## src/rtl/hilo_muldiv_issue.sv

```systemverilog
// hilo_muldiv_issue: owns HI/LO, runs a fixed-latency multiplier and drives an external multicycle divider
module hilo_muldiv_issue #(
    parameter int MUL_LAT = 3
) (
    input  logic        clk,
    input  logic        resetn,
    input  logic        req_valid,
    input  logic [2:0]  req_op,
    input  logic [31:0] req_a,
    input  logic [31:0] req_b,
    input  logic        flush,
    output logic        busy,
    output logic [31:0] hi,
    output logic [31:0] lo,
    output logic        div_valid,
    output logic        div_sig,
    output logic [31:0] div_a,
    output logic [31:0] div_b,
    input  logic        div_done,
    input  logic [63:0] div_c
);
    typedef enum logic [2:0] {IDLE, MUL_WAIT, DIV_ISSUE, DIV_WAIT, DIV_CAPTURE} state_t;
    localparam int CW = (MUL_LAT > 1) ? $clog2(MUL_LAT) : 1;
    state_t state, state_nx;
    logic [CW-1:0] cnt;
    logic [31:0] opa, opb;
    logic sig, discard, accept, is_mul, is_div, mul_done, write_ok;
    logic [63:0] ext_a, ext_b, product;
    assign accept    = state == IDLE && req_valid && !flush;
    assign is_mul    = req_op == 3'd1 || req_op == 3'd2;
    assign is_div    = req_op == 3'd3 || req_op == 3'd4;
    assign mul_done  = state == MUL_WAIT && cnt == '0;
    assign write_ok  = !discard && !flush;
    assign busy      = state != IDLE;
    assign div_sig   = sig;
    assign div_a     = opa;
    assign div_b     = opb;
    assign ext_a     = sig ? {{32{opa[31]}}, opa} : {32'b0, opa};
    assign ext_b     = sig ? {{32{opb[31]}}, opb} : {32'b0, opb};
    assign product   = ext_a * ext_b;
    // next-state and the one-cycle divider start pulse
    always_comb begin
        state_nx  = state;
        div_valid = 1'b0;
        case (state)
            IDLE:        state_nx = (accept && is_mul) ? MUL_WAIT : (accept && is_div) ? DIV_ISSUE : IDLE;
            MUL_WAIT:    state_nx = (cnt == '0) ? IDLE : MUL_WAIT;
            DIV_ISSUE: begin
                div_valid = 1'b1;
                state_nx  = DIV_WAIT;
            end
            DIV_WAIT:    state_nx = div_done ? DIV_CAPTURE : DIV_WAIT;
            DIV_CAPTURE: state_nx = IDLE;
            default:     state_nx = IDLE;
        endcase
    end
    // state register
    always_ff @(posedge clk) begin
        if (!resetn) state <= IDLE;
        else         state <= state_nx;
    end
    // operands, latency counter, squash flag and the HI/LO pair
    always_ff @(posedge clk) begin
        if (!resetn) begin
            opa     <= '0;
            opb     <= '0;
            sig     <= 1'b0;
            cnt     <= '0;
            discard <= 1'b0;
            hi      <= '0;
            lo      <= '0;
        end else begin
            if (accept && (is_mul || is_div)) begin
                opa <= req_a;
                opb <= req_b;
                sig <= req_op == 3'd1 || req_op == 3'd3;
            end
            if (accept && is_mul) cnt <= CW'(MUL_LAT - 1);
            else if (state == MUL_WAIT && cnt != '0) cnt <= cnt - 1'b1;
            discard <= (state_nx == IDLE) ? 1'b0 : (busy && flush) ? 1'b1 : discard;
            if (accept && req_op == 3'd5) hi <= req_a;
            if (accept && req_op == 3'd6) lo <= req_a;
            if (mul_done && write_ok) {hi, lo} <= product;
            if (state == DIV_CAPTURE && write_ok) {hi, lo} <= div_c;
        end
    end
endmodule

```

## config.mk

```make
export PLATFORM = sky130hd
export DESIGN_NAME = hilo_muldiv_issue
export DESIGN_NICKNAME = d
export VERILOG_FILES = /design/src/rtl/hilo_muldiv_issue.sv
export SDC_FILE = /design/constraint.sdc
export NUM_CORES = 2
export LEC_CHECK = 0
export ABC_CLOCK_PERIOD_IN_PS = 10250
export CAP_MARGIN = 30
export CORE_MARGIN = 3
export CORE_UTILIZATION = 50
export DETAILED_ROUTE_END_ITERATION = 8
export GPL_TIMING_DRIVEN = 1
export PLACE_DENSITY_LB_ADDON = 0.12
export SKIP_LAST_GASP = 1
export SLEW_MARGIN = 25
export SYNTH_ARGS = -nofsm -noshare
export SYNTH_HDL_FRONTEND = slang
export SYNTH_SLANG_ARGS = --single-unit
```

## constraint.sdc

```tcl
create_clock -name clk -period 10.25 [get_ports clk]
set_input_delay 1.5375 -clock clk [delete_from_list [all_inputs] [get_ports clk]]
set_output_delay 1.5375 -clock clk [all_outputs]
set_load 0.05 [all_outputs]
```

# Word-level counts from Yosys, hierarchy flattened
# Cells that the tools add are included.
# classes
n_addsub	1
multipliers	1
div_mod_pow	0
magnitude_cmp	0
n_eq_ne	10
n_shift	0
n_mux	16
bitwise_logic	1
reduce_logical	29
# ops
operator	n
$mux W32	6
$mux W64	2
$mul A64 B64 Y64	1
$logic_and A1 B1 Y1	13
$eq A3 B2 Y1 const B	4
$eq A3 B3 Y1 const B	4
$pmux W3 S4	1
$reduce_bool A3 Y1	3
$mux W2	4
$eq A3 B1 Y1 const B	2
$logic_not A3 Y1	2
$logic_or A1 B1 Y1	4
$reduce_bool A2 Y1	2
$reduce_or A2 Y1	2
$mux W3	1
$logic_not A1 Y1	2
$logic_not A2 Y1	1
$mux W1	2
$sub A2 B1 Y2 const B	1
$not A1 Y1	1
# word_totals
reg_bits	135
latch_bits	0
mem_bits_rw	0
rom_bits	0
input_bits	136
output_inout_bits	131
word_cells	67
n_memories	0

# Depth between registers and ports, before layout
# depth
ltp_word	9
ltp_mapped	35
ltp_nobuf	32

# Worst setup path before layout
# No wires, ideal clock.
# synth_path
path_type	register to register
startpoint	reg sig (netlist: div_sig)
endpoint	reg hi[29]
setup_ns	0.095
arrival_ns	9.486
required_time_ns	10.155
path_slack_ns	0.668
path_stages_with_launch	32
cell_sequence	dfxtp_1 and2_1 clkbuf_1 clkbuf_1 nand2_1 fa_1 inv_1 fa_1 fa_1 inv_1 fa_1 inv_1 fa_1 fa_1 fa_1 fa_1 fa_1 inv_1 fa_1 inv_1 ha_1 buf_2 nand4_1 nor4_1 and4_1 o311a_1 nor3_2 o211a_1 o21ai_1 a21oi_1 xnor2_1 a221oi_1
# synth_via
elab_chain_cells	4
word_cells_on_any_way	5
classes_between	mul (1); mux (4)
# synth_rtl
element	line	rtl
from (decl)	27	logic sig, discard, accept, is_mul, is_div, mul_done, write_ok;
from (signal assigned)	67	sig <= 1'b0;
from (signal assigned)	76	sig <= req_op == 3'd1 || req_op == 3'd3;
$mux W64, on equally long branches	38, 39	
$mul A64 B64 Y64 *	40	assign product = ext_a * ext_b;
$mux W32 *	83	if (mul_done && write_ok) {hi, lo} <= product;
$mux W32 *	84	if (state == DIV_CAPTURE && write_ok) {hi, lo} <= div_c;
to (signal assigned)	81	if (accept && req_op == 3'd5) hi <= req_a;
to (signal assigned)	83	
to (signal assigned)	84	
to (decl)	13	output logic [31:0] hi,
# Every way passes the cells marked *; elsewhere a longest branch is shown, timed or not.
# A chain may end at the register's enable or synchronous reset.

# Worst setup path after layout
# Ends and elaborated chain as after synthesis.

==> impl_metrics.sql <==
INSERT INTO impl_metrics (metric_group, metric, value, unit) VALUES
('status', 'status', 'completed', ''),
('synth', 'number_of_flip_flops_and_latches_in_the_synthesized_netlist', '135', ''),
('synth', 'synth-warning-count', '0', ''),
('synth', 'synth_area_leaders', 'fa_1, inv_1, ha_1, and2_1, nand2_1', ''),
('routing', 'antenna_left', '0', ''),
('global_routing', 'wire_length_of_the_first_global_routing_pass', '280300', 'um'),
('timing', 'max_freq', '103.6', 'MHz'),
('routing', 'dr_total_vias', '40381', ''),
('synth', 'yosysTopAreaCell', 'fa_1', ''),
('timing', 'finalHoldViolCount', '0', ''),
('synth', 'net_count_after_synthesis', '7694', ''),
('pwr', 'internal-power', '1.105', 'mW'),
('setup_path', 'crit_path_start_kind', 'flop', ''),
('setup_path', 'crit_family', 'adder cells', ''),
('die', 'initial_utilization', '0.5066', ''),
('routing', 'wirelength', '182600', 'um'),
('clock_network', 'clock_tree.buffer_depth', '2', ''),
('global_routing', 'antenna_found_initial', '7', ''),
('pwr', 'power_density', '33.43', 'nW/um2'),
('clock_network', 'cts_resized', '0', ''),
('synth', 'yosysUniqueCellTypes', '74', ''),
('die', 'core_region_area', '105700', 'um2'),
('placed_design', 'globalplace.congestion', '0.9879', ''),
('pwr', 'power.ir.vdd_worst', '0.1301', 'mV'),
('global_routing', 'track_usage', '0.3416', ''),
('setup_path', 'path_max_fanout', '19', ''),
('synth', 'synth.top_cells.by_count', 'inv_1, fa_1, nand2_1', ''),
('pwr', 'clock_power_share', '0.332', ''),
('timing', 'report.final.setup_viol', '0', ''),
('clock_network', 'cts_tree', 'done', ''),
('routing', 'avgRoutedWirePerCell', '24.85', 'um'),
('pwr', 'p_sw', '0.8546', 'mW'),
('clock_network', 'clock_sinks', '135', ''),
('setup_path', 'setup.worst_path.class', 'reg -> reg', ''),
('global_routing', 'first_global_vias', '43626', ''),
('setup_path', 'worst_path_largest_cell_delay', '630', 'ps'),
('die', 'die_h', '333.3', 'um'),
('timing', 'period_needed', '9651', 'ps'),
('die', 'num_io_pins', '267', ''),
('cells_and_area', 'area_growth_syn_to_layout', '9.460', '%'),
('routing', 'drt_iter0_markers', '3241', ''),
('die', 'placementRows', '119', ''),
('cells_and_area', 'layout.cells.non_filler', '7348', ''),
('clock_network', 'cts-root-buf', 'clkbuf_16', ''),
('setup_path', 'worst_path_most_repeated_cell', 'fa_1', ''),
('routing', 'detail_route.drc_violations', '0', ''),
('setup_path', 'setup.reg_to_reg.worst_slack', '600', 'ps'),
('placed_design', 'portBuffers', '266', ''),
('clock_network', 'clk_pin_slew', '80', 'ps'),
('pwr', 'total_leakage_power', '29.59', 'nW'),
('setup_path', 'worst-endpoint-arrival', '10040', 'ps'),
('die', 'dieWidth', '333.3', 'um'),
('placed_design', 'placed_cells', '7310', ''),
('synth', 'synth-async-reset-ratio', '0', ''),
('clock_network', 'worst_skew_pair.late_latency', '490', 'ps'),
('setup_path', 'cp.buffers_inverters', '7', ''),
('synth', 'synth.yosys.seq_area_share', '0.05047', ''),
('synth', 'synth_top_cell_area_share', '0.5305', ''),
('setup_path', 'crit_path_end_kind', 'flop', ''),
('synth', 'cell_with_the_most_instances_after_synthesis', 'inv_1', ''),
('pwr', 'sequential_cell_fraction_of_total_power', '0.303', ''),
('clock_network', 'cts_made_buffers', '17', ''),
('timing', 'fin_tns_setup', '0', 'ps'),
('timing', 'timing.slew.headroom', '0.3416', ''),
('timing', 'maxSlewViolCount', '0', ''),
('cells_and_area', 'finalNetCount', '7803', ''),
('routing', 'vias_per_cell', '5.496', ''),
('worst_hold_path', 'holdCritPathClass', 'reg -> reg', ''),
('synth', 'yosys_most_used_dff', 'dfxtp_1', ''),
('routing', 'detail_route.first_pass.iterations', '8', ''),
('clock_network', 'hold_buffers', '0', '');
[per-layer routing]
layer | GRT usage | up-vias | part of all wire
li1 | - | 17117 | -
met1 | 0.4704 | 21140 | 0.41
met2 | 0.5332 | 1825 | 0.46
met3 | 0.08571 | 297 | 0.096
met4 | 0.1111 | 2 | 0.038
met5 | 0 | - | 0.000082
[stage by stage]
stage	util	cell area, um2	setup slack (ps)	hold slack [ps]
2_1_floorplan	-	53550	668.3	492.6
3_3_place_gp	0.5483	57970	593.0	439.2
3_5_place_dp	0.5488	58010	547.9	443.9
4_1_cts	0.5543	58590	495.6	452.7
5_1_grt	0.5545	58620	145.2	470.2
6_report	0.5545	58620	599.2	452.4
[sequential cells by signal, indices dropped and copies added, names as in the netlist]
| name | cells |
|---|---|
| discard | 1 |
| div_sig | 1 |
| div_b | 32 |
| div_a | 32 |
| lo | 32 |
| hi | 32 |
| state | 3 |
| cnt | 2 |
[final cells by class]
class,count,area [um2]
Clock inverter,15,152.6
Timing Repair Buffer,395,3830
Antenna cell,5,12.51
Sequential cell,135,2718
Multi-Input combinational cell,3862,44000
Clock buffer,17,425.4
Inverter,1528,5737
Tap cell,1391,1740
Fill cell,9833,47100
[cells by family after synthesis]
family | Yosys count | share of synthesized area
compound gates | 471 | 0.05654
fa+ha+maj | 1731 | 0.6032
buf+inv | 1833 | 0.1290
simple gates | 1535 | 0.1403
mux | 3 | 0.0005608
flops | 135 | 0.05047
xor+xnor | 122 | 0.01995
[placed cells by master, fill, tap and decap left out, drive strengths merged, types with 4 or more instances in the layout]
master         count
inv             1537
fa              1419
nand2            758
and2             573
ha               309
clkdlybuf4s50    266
a21oi            203
dfxtp            135
buf              129
xnor2             90
nor2              77
o21ai             56
o211ai            38
xor2              32
o221ai            32
and3              27
a21o              25
a31oi             25
nand3             20
nor3              20
nand4             19
clkbuf            17
o22ai             16
o21bai            15
o31ai             10
o21a               9
nand2b             9
a221oi             9
nor4               8
a211oi             6
diode              5
or3                5
nor2b              4
o31a               4
clkinv             4
or2                4
[worst register-to-register path: cells and delay by family, from the launching register on]
| kind | cells | cell delay [ps] |
|---|---|---|
| AND/OR/NAND/NOR | 6 | 1440 |
| adder cells (fa/ha/maj) | 11 | 5410 |
| flip-flops | 1 | 630 |
| buffers and inverters | 7 | 870 |
| AO/OA/AOI/OAI | 5 | 1070 |
| XOR/XNOR | 1 | 140 |
[path summary, 6_finish.rpt]
path / start / end / cells after the start
worst max register to register: div_sig$_SDFFE_PN0P_ / hi[29]$_SDFFE_PN0P_ / 30
worst min-delay path: div_b[9]$_SDFFE_PN0P_ / div_b[9]$_SDFFE_PN0P_ / 2
worst min register to register: div_b[9]$_SDFFE_PN0P_ / div_b[9]$_SDFFE_PN0P_ / 2
worst max-delay path: div_sig$_SDFFE_PN0P_ / hi[29]$_SDFFE_PN0P_ / 30
[power by group through the flow]
stage / clock [mW] / combinational (mW) / sequential [mW]
finish: 0.650 / 0.716 / 0.594
global route: 0.679 / 0.759 / 0.596
CTS: 0.654 / 0.705 / 0.594
detailed placement: 0 / 0.698 / 0.606
global placement: 0 / 0.698 / 0.606
floorplan: 0 / 0.312 / 0.645
Power figures use the tool's default switching activity.
